===== config.mk =====
export PLATFORM = sky130hd
export DESIGN_NAME = saver_core
export DESIGN_NICKNAME = d
export VERILOG_FILES = /design/src/rtl/saver_core.sv
export SDC_FILE = /design/constraint.sdc
export NUM_CORES = 1
export LEC_CHECK = 0
export ABC_AREA = 0
export CAP_MARGIN = 25
export CORE_AREA = 2 2 39 41
export CTS_CLUSTER_SIZE = 14
export DETAILED_ROUTE_END_ITERATION = 8
export DIE_AREA = 0 0 41 43
export PLACE_DENSITY = 0.7
export SYNTH_ARGS = -nofsm -noshare
export SYNTH_HDL_FRONTEND = slang
export SYNTH_SLANG_ARGS = --single-unit

===== constraint.sdc =====
create_clock -name clk -period 1.16 [get_ports clk]
set_input_delay 0.174 -clock clk [delete_from_list [all_inputs] [get_ports clk]]
set_output_delay 0.174 -clock clk [all_outputs]
set_load 0.005 [all_outputs]

===== src/rtl/saver_core.sv =====
// ---------------------------------------------------------------------------
// saver_core
//
// Slot-allocation controller for the smart-lock code store. A start request
// scans the four slots of the external code memory in order (0..3), looking at
// each slot's occupied flag. The first free slot is reported on save_addr
// with a one-cycle save_start/finish pulse. If all four slots are occupied,
// the block pulses finish and raises error.
//
// Optional feature (macro SAVER_OVERWRITE_EN):
//   When defined, a full table does not raise error. Instead a victim slot is
//   taken from an internal 2-bit round-robin pointer. save_addr is loaded with
//   the pointer, save_start/finish are pulsed, and the pointer increments.
//
// Ports:
//   clk         in   1   system clock, rising edge
//   reset       in   1   asynchronous active-low reset
//   start       in   1   scan request, only sampled while idle
//   data_in     in  17   slot word at read_addr (bit 16 = occupied flag)
//   read_addr   out  2   slot currently examined (registered)
//   save_addr   out  2   selected free slot (registered, held between scans)
//   save_start  out  1   one-cycle pulse: write new code into save_addr
//   finish      out  1   one-cycle pulse: scan ended
//   error       out  1   level: last scan found no free slot
// ---------------------------------------------------------------------------
module saver_core (
    input  logic        clk,
    input  logic        reset,
    input  logic        start,
    input  logic [16:0] data_in,
    output logic [1:0]  read_addr,
    output logic [1:0]  save_addr,
    output logic        save_start,
    output logic        finish,
    output logic        error
);

    typedef enum logic [0:0] {
        ST_IDLE = 1'b0,
        ST_SCAN = 1'b1
    } state_t;

    state_t      state_r;
    state_t      state_nxt_s;
    logic [1:0]  read_addr_nxt_s;
    logic [1:0]  save_addr_nxt_s;
    logic        save_start_nxt_s;
    logic        finish_nxt_s;
    logic        error_nxt_s;
    logic        scan_active_s;
    logic        occupied_s;

    // The stored code bits are irrelevant to slot allocation.
    logic        unused_code_s;
    assign unused_code_s = ^data_in[15:0];
    assign occupied_s    = data_in[16];

`ifdef SAVER_OVERWRITE_EN
    logic [1:0]  victim_r;
    logic [1:0]  victim_nxt_s;
`endif

    // State and output registers.
    always_ff @(posedge clk or negedge reset) begin
        if (!reset) begin
            state_r    <= ST_IDLE;
            read_addr  <= 2'd0;
            save_addr  <= 2'd0;
            save_start <= 1'b0;
            finish     <= 1'b0;
            error      <= 1'b0;
        end else begin
            state_r    <= state_nxt_s;
            read_addr  <= read_addr_nxt_s;
            save_addr  <= save_addr_nxt_s;
            save_start <= save_start_nxt_s;
            finish     <= finish_nxt_s;
            error      <= error_nxt_s;
        end
    end

`ifdef SAVER_OVERWRITE_EN
    // Round-robin victim pointer for full-table overwrites.
    always_ff @(posedge clk or negedge reset) begin
        if (!reset) begin
            victim_r <= 2'd0;
        end else begin
            victim_r <= victim_nxt_s;
        end
    end
`endif

    // Slot examination is active in SCAN, or in IDLE on the accepting cycle.
    always_comb begin
        scan_active_s = 1'b0;
        case (state_r)
            ST_IDLE: scan_active_s = start;
            ST_SCAN: scan_active_s = 1'b1;
            default: scan_active_s = 1'b0;
        endcase
    end

    // Next-state and next-output decision for the slot at read_addr.
    // read_addr is always 0 in IDLE, so the accepting cycle examines slot 0.
    always_comb begin
        state_nxt_s      = state_r;
        read_addr_nxt_s  = read_addr;
        save_addr_nxt_s  = save_addr;
        save_start_nxt_s = 1'b0;
        finish_nxt_s     = 1'b0;
        error_nxt_s      = error;
`ifdef SAVER_OVERWRITE_EN
        victim_nxt_s     = victim_r;
`endif
        if (scan_active_s) begin
            if (!occupied_s) begin
                save_addr_nxt_s  = read_addr;
                save_start_nxt_s = 1'b1;
                finish_nxt_s     = 1'b1;
                error_nxt_s      = 1'b0;
                state_nxt_s      = ST_IDLE;
                read_addr_nxt_s  = 2'd0;
            end else if (read_addr != 2'd3) begin
                // Error from a previous scan is cleared as soon as a scan runs.
                error_nxt_s      = 1'b0;
                state_nxt_s      = ST_SCAN;
                read_addr_nxt_s  = read_addr + 2'd1;
            end else begin
                finish_nxt_s     = 1'b1;
                state_nxt_s      = ST_IDLE;
                read_addr_nxt_s  = 2'd0;
`ifdef SAVER_OVERWRITE_EN
                save_addr_nxt_s  = victim_r;
                save_start_nxt_s = 1'b1;
                error_nxt_s      = 1'b0;
                victim_nxt_s     = victim_r + 2'd1;
`else
                error_nxt_s      = 1'b1;
`endif
            end
        end else begin
            // Idle without a request (or an illegal state): park in IDLE.
            state_nxt_s     = ST_IDLE;
            read_addr_nxt_s = 2'd0;
        end
    end

endmodule


==> impl_results.md, run 1 <==
* Worst setup margin at 0.0582 ns
* Post-synthesis sequential area ratio at 63.0%
* Rel. slew slack at 76.0%
* Pwr/cell area at 1290 nW/µm²
* CTS max path bufs at 2
* 1st-pass router iterations at 2
* Area leader, netlist: dfrtp_1
* Core box area at 1380 µm²
* Worst r2r src: read_addr[0]$_DFF_PN0_
* Fill count at 150
* Full die area at 1760 µm²
* Worst IR drop on VDD at 0.370 mV
* Crit start category: register
* Worst Path Arrival at 1.23 ns
* Max Slew Vio Count at 0
* Kind of critical path: reg2reg
* Gr ovfl total at 0
* RSZ-0062 raised after global routing: no
* Worst-path clk slew at 0.05 ns
* Routed wl met2 at 265 µm
* Worst Tran Pin Value at 0.359 ns
* Tcrit/Tclk final at 95.0%
* Yosys top cell area share at 63.0%
* DRC violations left at 0
* Crit. End Element: register
* Row count at 14
* Place WS at -0.115 ns
* Total track usage at 8.59%
* Post-synth cell types at 12
* DR vias at 220
* Hold Buf Count CTS at 0
* Synth cell count leaders: 8 x dfrtp_1, 2 x inv_1, 2 x mux2_4, 2 x nand2_1, 2 x nor2_1
* CP required at 1.29 ns
* Async S/R FF share, synth at 100%
* Syn nets at 44
* Effective utilization at floorplan at 23.0%
* Final setup viols at 0
* Worst Hold Class: in2async
* Top sig layer: met3
* Minimum clock period at 1.10 ns
* Number of enable flip-flop cells after synthesis at 0
* Clock Skew at 0.00276 ns
* Reg2reg setup slack at 0.06 ns
* Initial DRC count at 1
* Wire length on met1 at 257 µm
* Wire length per cell at 9.86 µm
* Dpl hpwl at 424 µm
* CTS buffer count at 3
* Area Overhead vs Synth at 56.3%
* Yosys warnings at 0
* CP max stage delay at 0.37 ns
* CTS tree: yes
* Final antenna-violating net count at 0
* Post-synthesis cell area at 318 µm²
* Total clock sinks at 8
* Crit-path max FO at 3
* Count of final hold-check violations at 0
* Die height at 43 µm
* Synth Instances at 23
* N_diodes at 0
* Peak Freq at 908 MHz
* Worst skew pair latency at 0.25 ns
* CTS root buffer: clkbuf_4
* Io pins at 27
* Slowest CP cell: dfrtp_1
* Total wire length at 562 µm
* Status: finished, final reports clean
* Critical register-to-register path endpoint: finish$_DFF_PN0_
* Chip width at 41 µm
* Nets at 64
* Detailed route wirelength on metal3 at 40 µm
* Synth Area per Inst at 13.8 µm²
* Leak Pwr at 0.000267 µW
* Post-synth top flop: dfrtp_1
* R2r worst-path depth at 4
* Synth Register Bits at 8
* First-pass GRT wire length at 938 µm
* H-tree levels at 1
* Share of layout cells above drive strength 1 at 31.7%
* Port bufs at 10
* Count leader, synth: dfrtp_1
* Vias in the first global route at 225
* Crit-path cells: buf_4, ha_1, nand2b_4, nor2b_1
* Initial antenna violation count at 0
* Fin util at 35.9%
* Largest cells by area after synthesis: dfrtp_1 63%, mux2_4 9.4%, o21bai_4 5.9%
* Fin area at 497 µm²
* Max-cap check violation count at 0
* Placement Cell Area at 445 µm²
* DR vias/cell at 3.86
* Largest net degree at the start of global routing at 9
* Gp weighted congestion at 0.743
per-layer routing:
metal,vias up,GRT usage (%)
met5,-,0
li1,110,-
met1,102,9.54
met3,0,4.71
met2,8,11.9
met4,0,6.00
worst max-delay path by stage:
stage / startpoint / to / slack [ns] / cells after the start
detailed placement: start / save_addr[0]$_DFFE_PN0P_ / -0.12 / 3
global placement: start / save_addr[0]$_DFFE_PN0P_ / -0.1 / 3
finish: read_addr[0]$_DFF_PN0_ / finish$_DFF_PN0_ / 0.06 / 4
global route: read_addr[0]$_DFF_PN0_ / finish$_DFF_PN0_ / 0.02 / 4
floorplan: read_addr[0]$_DFF_PN0_ / finish$_DFF_PN0_ / 0.16 / 3
CTS: read_addr[0]$_DFF_PN0_ / finish$_DFF_PN0_ / 0.02 / 4
area by class of cell:
| class | count | area (µm²) | share of cell area (%) |
|---|---|---|---|
| clock buffers | 3 | 22.5 | 4.53 |
| inverters | 2 | 7.51 | 1.51 |
| multi-input cells | 13 | 118 | 23.7 |
| flip-flops and latches | 8 | 200 | 40.3 |
| well taps | 16 | 20.0 | 4.03 |
| repair buffers | 15 | 129 | 25.9 |
flip-flops by register name, indices dropped and copies added, names as in the netlist:
signal / cells
error: 1
finish: 1
read_addr: 2
save_addr: 2
save_start: 1
state_r: 1
worst max-delay path: cells and delay by family, from the launching register on:
| family | cells | cell delay (ns) |
|---|---|---|
| buffers and inverters | 1 | 0.15 |
| AND/OR/NAND/NOR | 2 | 0.27 |
| flip-flops | 1 | 0.37 |
| adder cells (fa/ha/maj) | 1 | 0.20 |
placed cells by master (no fill, tap or decap):
| cell type | count |
|---|---|
| o21bai_4 | 1 |
| nand2b_4 | 1 |
| inv_1 | 2 |
| clkdlybuf4s50_1 | 3 |
| buf_4 | 5 |
| mux2_4 | 2 |
| nor2_2 | 1 |
| clkbuf_4 | 3 |
| dfrtp_1 | 8 |
| dlygate4sd2_1 | 7 |
| mux2i_1 | 1 |
| nor2b_1 | 1 |
| nor3_1 | 1 |
| nand2_1 | 2 |
| ha_1 | 1 |
| nor2_1 | 2 |
report_power, final:
group          internal [µW]  switching, µW
clock network            118           90.6
registers                302           11.2
logic                   75.4           43.5
total                    496            145
cells by family after synthesis:
kind of cell | after synthesis | synth area share [%]
buffers and inverters | 2 | 2.36
and+or+nand+nor | 8 | 12.2
muxes | 3 | 12.6
DFF | 8 | 63.0
AOI/OAI and AO/OA | 1 | 5.91
adders and majority gates | 1 | 3.94
through the flow:
| stage | instances | power, µW | hold WS [ns] | TNS [ns] |
|---|---|---|---|---|
| after global routing | 57 | 678 | 0.227 | 0 |
| after CTS | 57 | 656 | 0.202 | 0 |
| after detailed placement | 50 | 431 | 0.477 | -0.232 |
| after floorplan | 23 | 361 | -0.122 | 0 |
| after global placement | 50 | 426 | 0.469 | -0.195 |
| final | 57 | 641 | 0.199 | 0 |
timing repair:
item	in CTS	in global routing
endpoints found under the hold margin	0	0
endpoints found under the setup margin	7	1
setup buffers	4	0
resized for setup	7	1
Note: power is estimated with default switching activity, not from simulation.
==> run 2, diff against run 1 <==
Clock period 1.16 ns to 1.2 ns, I/O delays scaled along.
==> run 2 against run 1 <==
Sequential share of layout area grew 0.62 points; via count down 0.45%; cell area is 1.5% lower; clock power down 3%; combinational power fell by 6%; critical path type unchanged; critical endpoint unchanged; largest cell class unchanged; largest power group unchanged; highest routed layer unchanged.
==> impl_results.md, run 2 (same netlist as run 1, synthesis figures left out) <==
* Worst setup margin at 0.0714 ns (+0.0132 ns)
* Kind of critical path: reg2reg
* R2r worst-path depth at 4 (unchanged)
* Wire length per cell at 9.86 µm (unchanged)
* 1st-pass router iterations at 2 (unchanged)
* Place WS at -0.0813 ns (+0.0340 ns)
* Die height at 43 µm (unchanged)
* Seq pwr share at 49.1% (+0.2 points)
* Worst IR drop on VDD at 0.357 mV (-3.4%)
* Worst Tran Pin Value at 0.359 ns (-0.00000417 ns)
* CTS buffer count at 3 (unchanged)
* Largest net degree at the start of global routing at 9 (unchanged)
* Most frequent cells in the layout: 8 x dfrtp_1, 7 x dlygate4sd2_1, 5 x buf_4
* Initial antenna violation count at 0 (unchanged)
* Total track usage at 8.59% (unchanged)
* CTS max path bufs at 2 (unchanged)
* Worst Path Arrival at 1.26 ns (+0.03 ns)
* Tcrit/Tclk final at 94.1% (-0.93 points)
* Rel. slew slack at 76.0% (about the same)
* Crit. End Element: register
* Worst r2r src: read_addr[0]$_DFF_PN0_
* Count of final hold-check violations at 0 (unchanged)
* Reg2reg setup slack at 0.07 ns (about the same)
* Share of layout cells above drive strength 1 at 29.3% (-2.4 points)
* CP required at 1.33 ns (+0.04 ns)
* H-tree levels at 1 (unchanged)
* Worst Hold Class: in2async
* Max Slew Vio Count at 0 (unchanged)
* Effective utilization at floorplan at 23.0% (unchanged)
* Switching share of power at 22.7% (about the same)
* Total wire length at 562 µm (unchanged)
* Slowest CP cell: dfrtp_1
* Chip width at 41 µm (unchanged)
* Clock Skew at 0.00308 ns (+0.000319 ns)
* Vias in the first global route at 225 (unchanged)
* Top Registers: read_addr: 2 flops, save_addr: 2 flops
* Crit-path max FO at 3 (unchanged)
* N_diodes at 0 (unchanged)
* Fill count at 150 (unchanged)
* Clock network power share at 32.8% (+0.2 points)
* Fin util at 35.4% (-0.54 points)
* Io pins at 27 (unchanged)
* Internal power at 477 µW (-3.7%)
* Row count at 14 (unchanged)
* CP max stage delay at 0.37 ns (about the same)
* Critical register-to-register path endpoint: finish$_DFF_PN0_
* Pwr/cell area at 1260 nW/µm² (-2.3%)
* Leak Pwr at 0.000266 µW (-0.51%)
* Crit start category: register
* Dpl hpwl at 424 µm (unchanged)
* Final antenna-violating net count at 0 (unchanged)
* CTS root buffer: clkbuf_4
* Setup TNS at 0 ns (unchanged)
* Max-cap check violation count at 0 (unchanged)
* Crit path buffers/inverters at 1 (unchanged)
* Combinational share of power at 18.2% (-0.3 points)
* Full die area at 1760 µm² (unchanged)
* Crit-path cells: buf_4, ha_1, nand2b_1, nor2b_1
* Status: finished, final reports clean
* DR vias at 219 (-0.45%)
* Gr ovfl total at 0 (unchanged)
* First-pass GRT wire length at 938 µm (unchanged)
* Commonest non-fill, non-tap cell in the layout: dfrtp_1
* Total clock sinks at 8 (unchanged)
* Core box area at 1380 µm² (unchanged)
* Minimum clock period at 1.13 ns (+0.0268 ns)
* RSZ-0062 raised after global routing: no
* Worst skew pair latency at 0.25 ns (about the same)
* Gp weighted congestion at 0.743 (unchanged)
* Port bufs at 10 (unchanged)
* Area Overhead vs Synth at 53.9%
* DR vias/cell at 3.84 (-0.45%)
* Final setup viols at 0 (unchanged)
* CTS tree: yes
* Worst-path clk slew at 0.05 ns (about the same)
* Initial DRC count at 1 (unchanged)
* Switching pwr at 140 µW (-3.8%)
* Nets at 64 (unchanged)
* DRC violations left at 0 (unchanged)
* Peak Freq at 886 MHz (-2.4%)
* Kind of cell adding the most delay to the critical path: flip-flops
run 2: repair_timing:
item	in CTS	in global routing
buffers inserted	4	0
hold buffers	0	0
gates resized for setup	7	0
setup endpoints to repair	7	0
run 2: power by group through the flow:
stage          logic (µW)  clock network, µW  registers, µW
6_report              112                202            303
5_1_grt               126                221            306
4_1_cts               115                216            303
3_5_place_dp          103                  0            313
3_3_place_gp          101                  0            311
2_1_floorplan        37.2                  0            312
run 2: stage by stage:
stage	power (µW)	hold slack, ns	std cells	area, µm²
5_1_grt	653	0.233	57	489
6_report	617	0.205	57	489
3_3_place_gp	412	0.475	50	445
3_5_place_dp	417	0.483	50	445
2_1_floorplan	349	-0.116	23	318
4_1_cts	634	0.208	57	489
run 2: area by class of cell:
class / count / area, µm² / share of cell area (%)
sequential: 8 / 200 / 40.9
multi-input combinational: 13 / 110 / 22.5
inverter: 2 / 7.51 / 1.53
timing repair buffer: 15 / 129 / 26.3
clock buffer: 3 / 22.5 / 4.60
tap: 16 / 20.0 / 4.09
run 2: worst max path at each step:
stage	from	end	slack, ns	cells after the start
5_1_grt	read_addr[0]$_DFF_PN0_	finish$_DFF_PN0_	0.02	4
3_5_place_dp	start	save_addr[0]$_DFFE_PN0P_	-0.08	3
2_1_floorplan	read_addr[0]$_DFF_PN0_	finish$_DFF_PN0_	0.20	3
3_3_place_gp	start	save_addr[0]$_DFFE_PN0P_	-0.06	3
4_1_cts	read_addr[0]$_DFF_PN0_	finish$_DFF_PN0_	0.06	4
6_report	read_addr[0]$_DFF_PN0_	finish$_DFF_PN0_	0.07	4
run 2: layer usage:
layer	share of wire (%)	global-route usage [%]
met2	47	11.9
met1	46	9.54
met3	7.1	4.71
met4	0	6.00
met5	0	0
==> run 3, diff against run 2 <==
Settings changed: ABC_CLOCK_PERIOD_IN_PS from default to 1200, CTS_CLUSTER_SIZE 14 to 8.
==> results of run 3 <==
The final DEF is identical to that of run 2; final timing and power are the same.
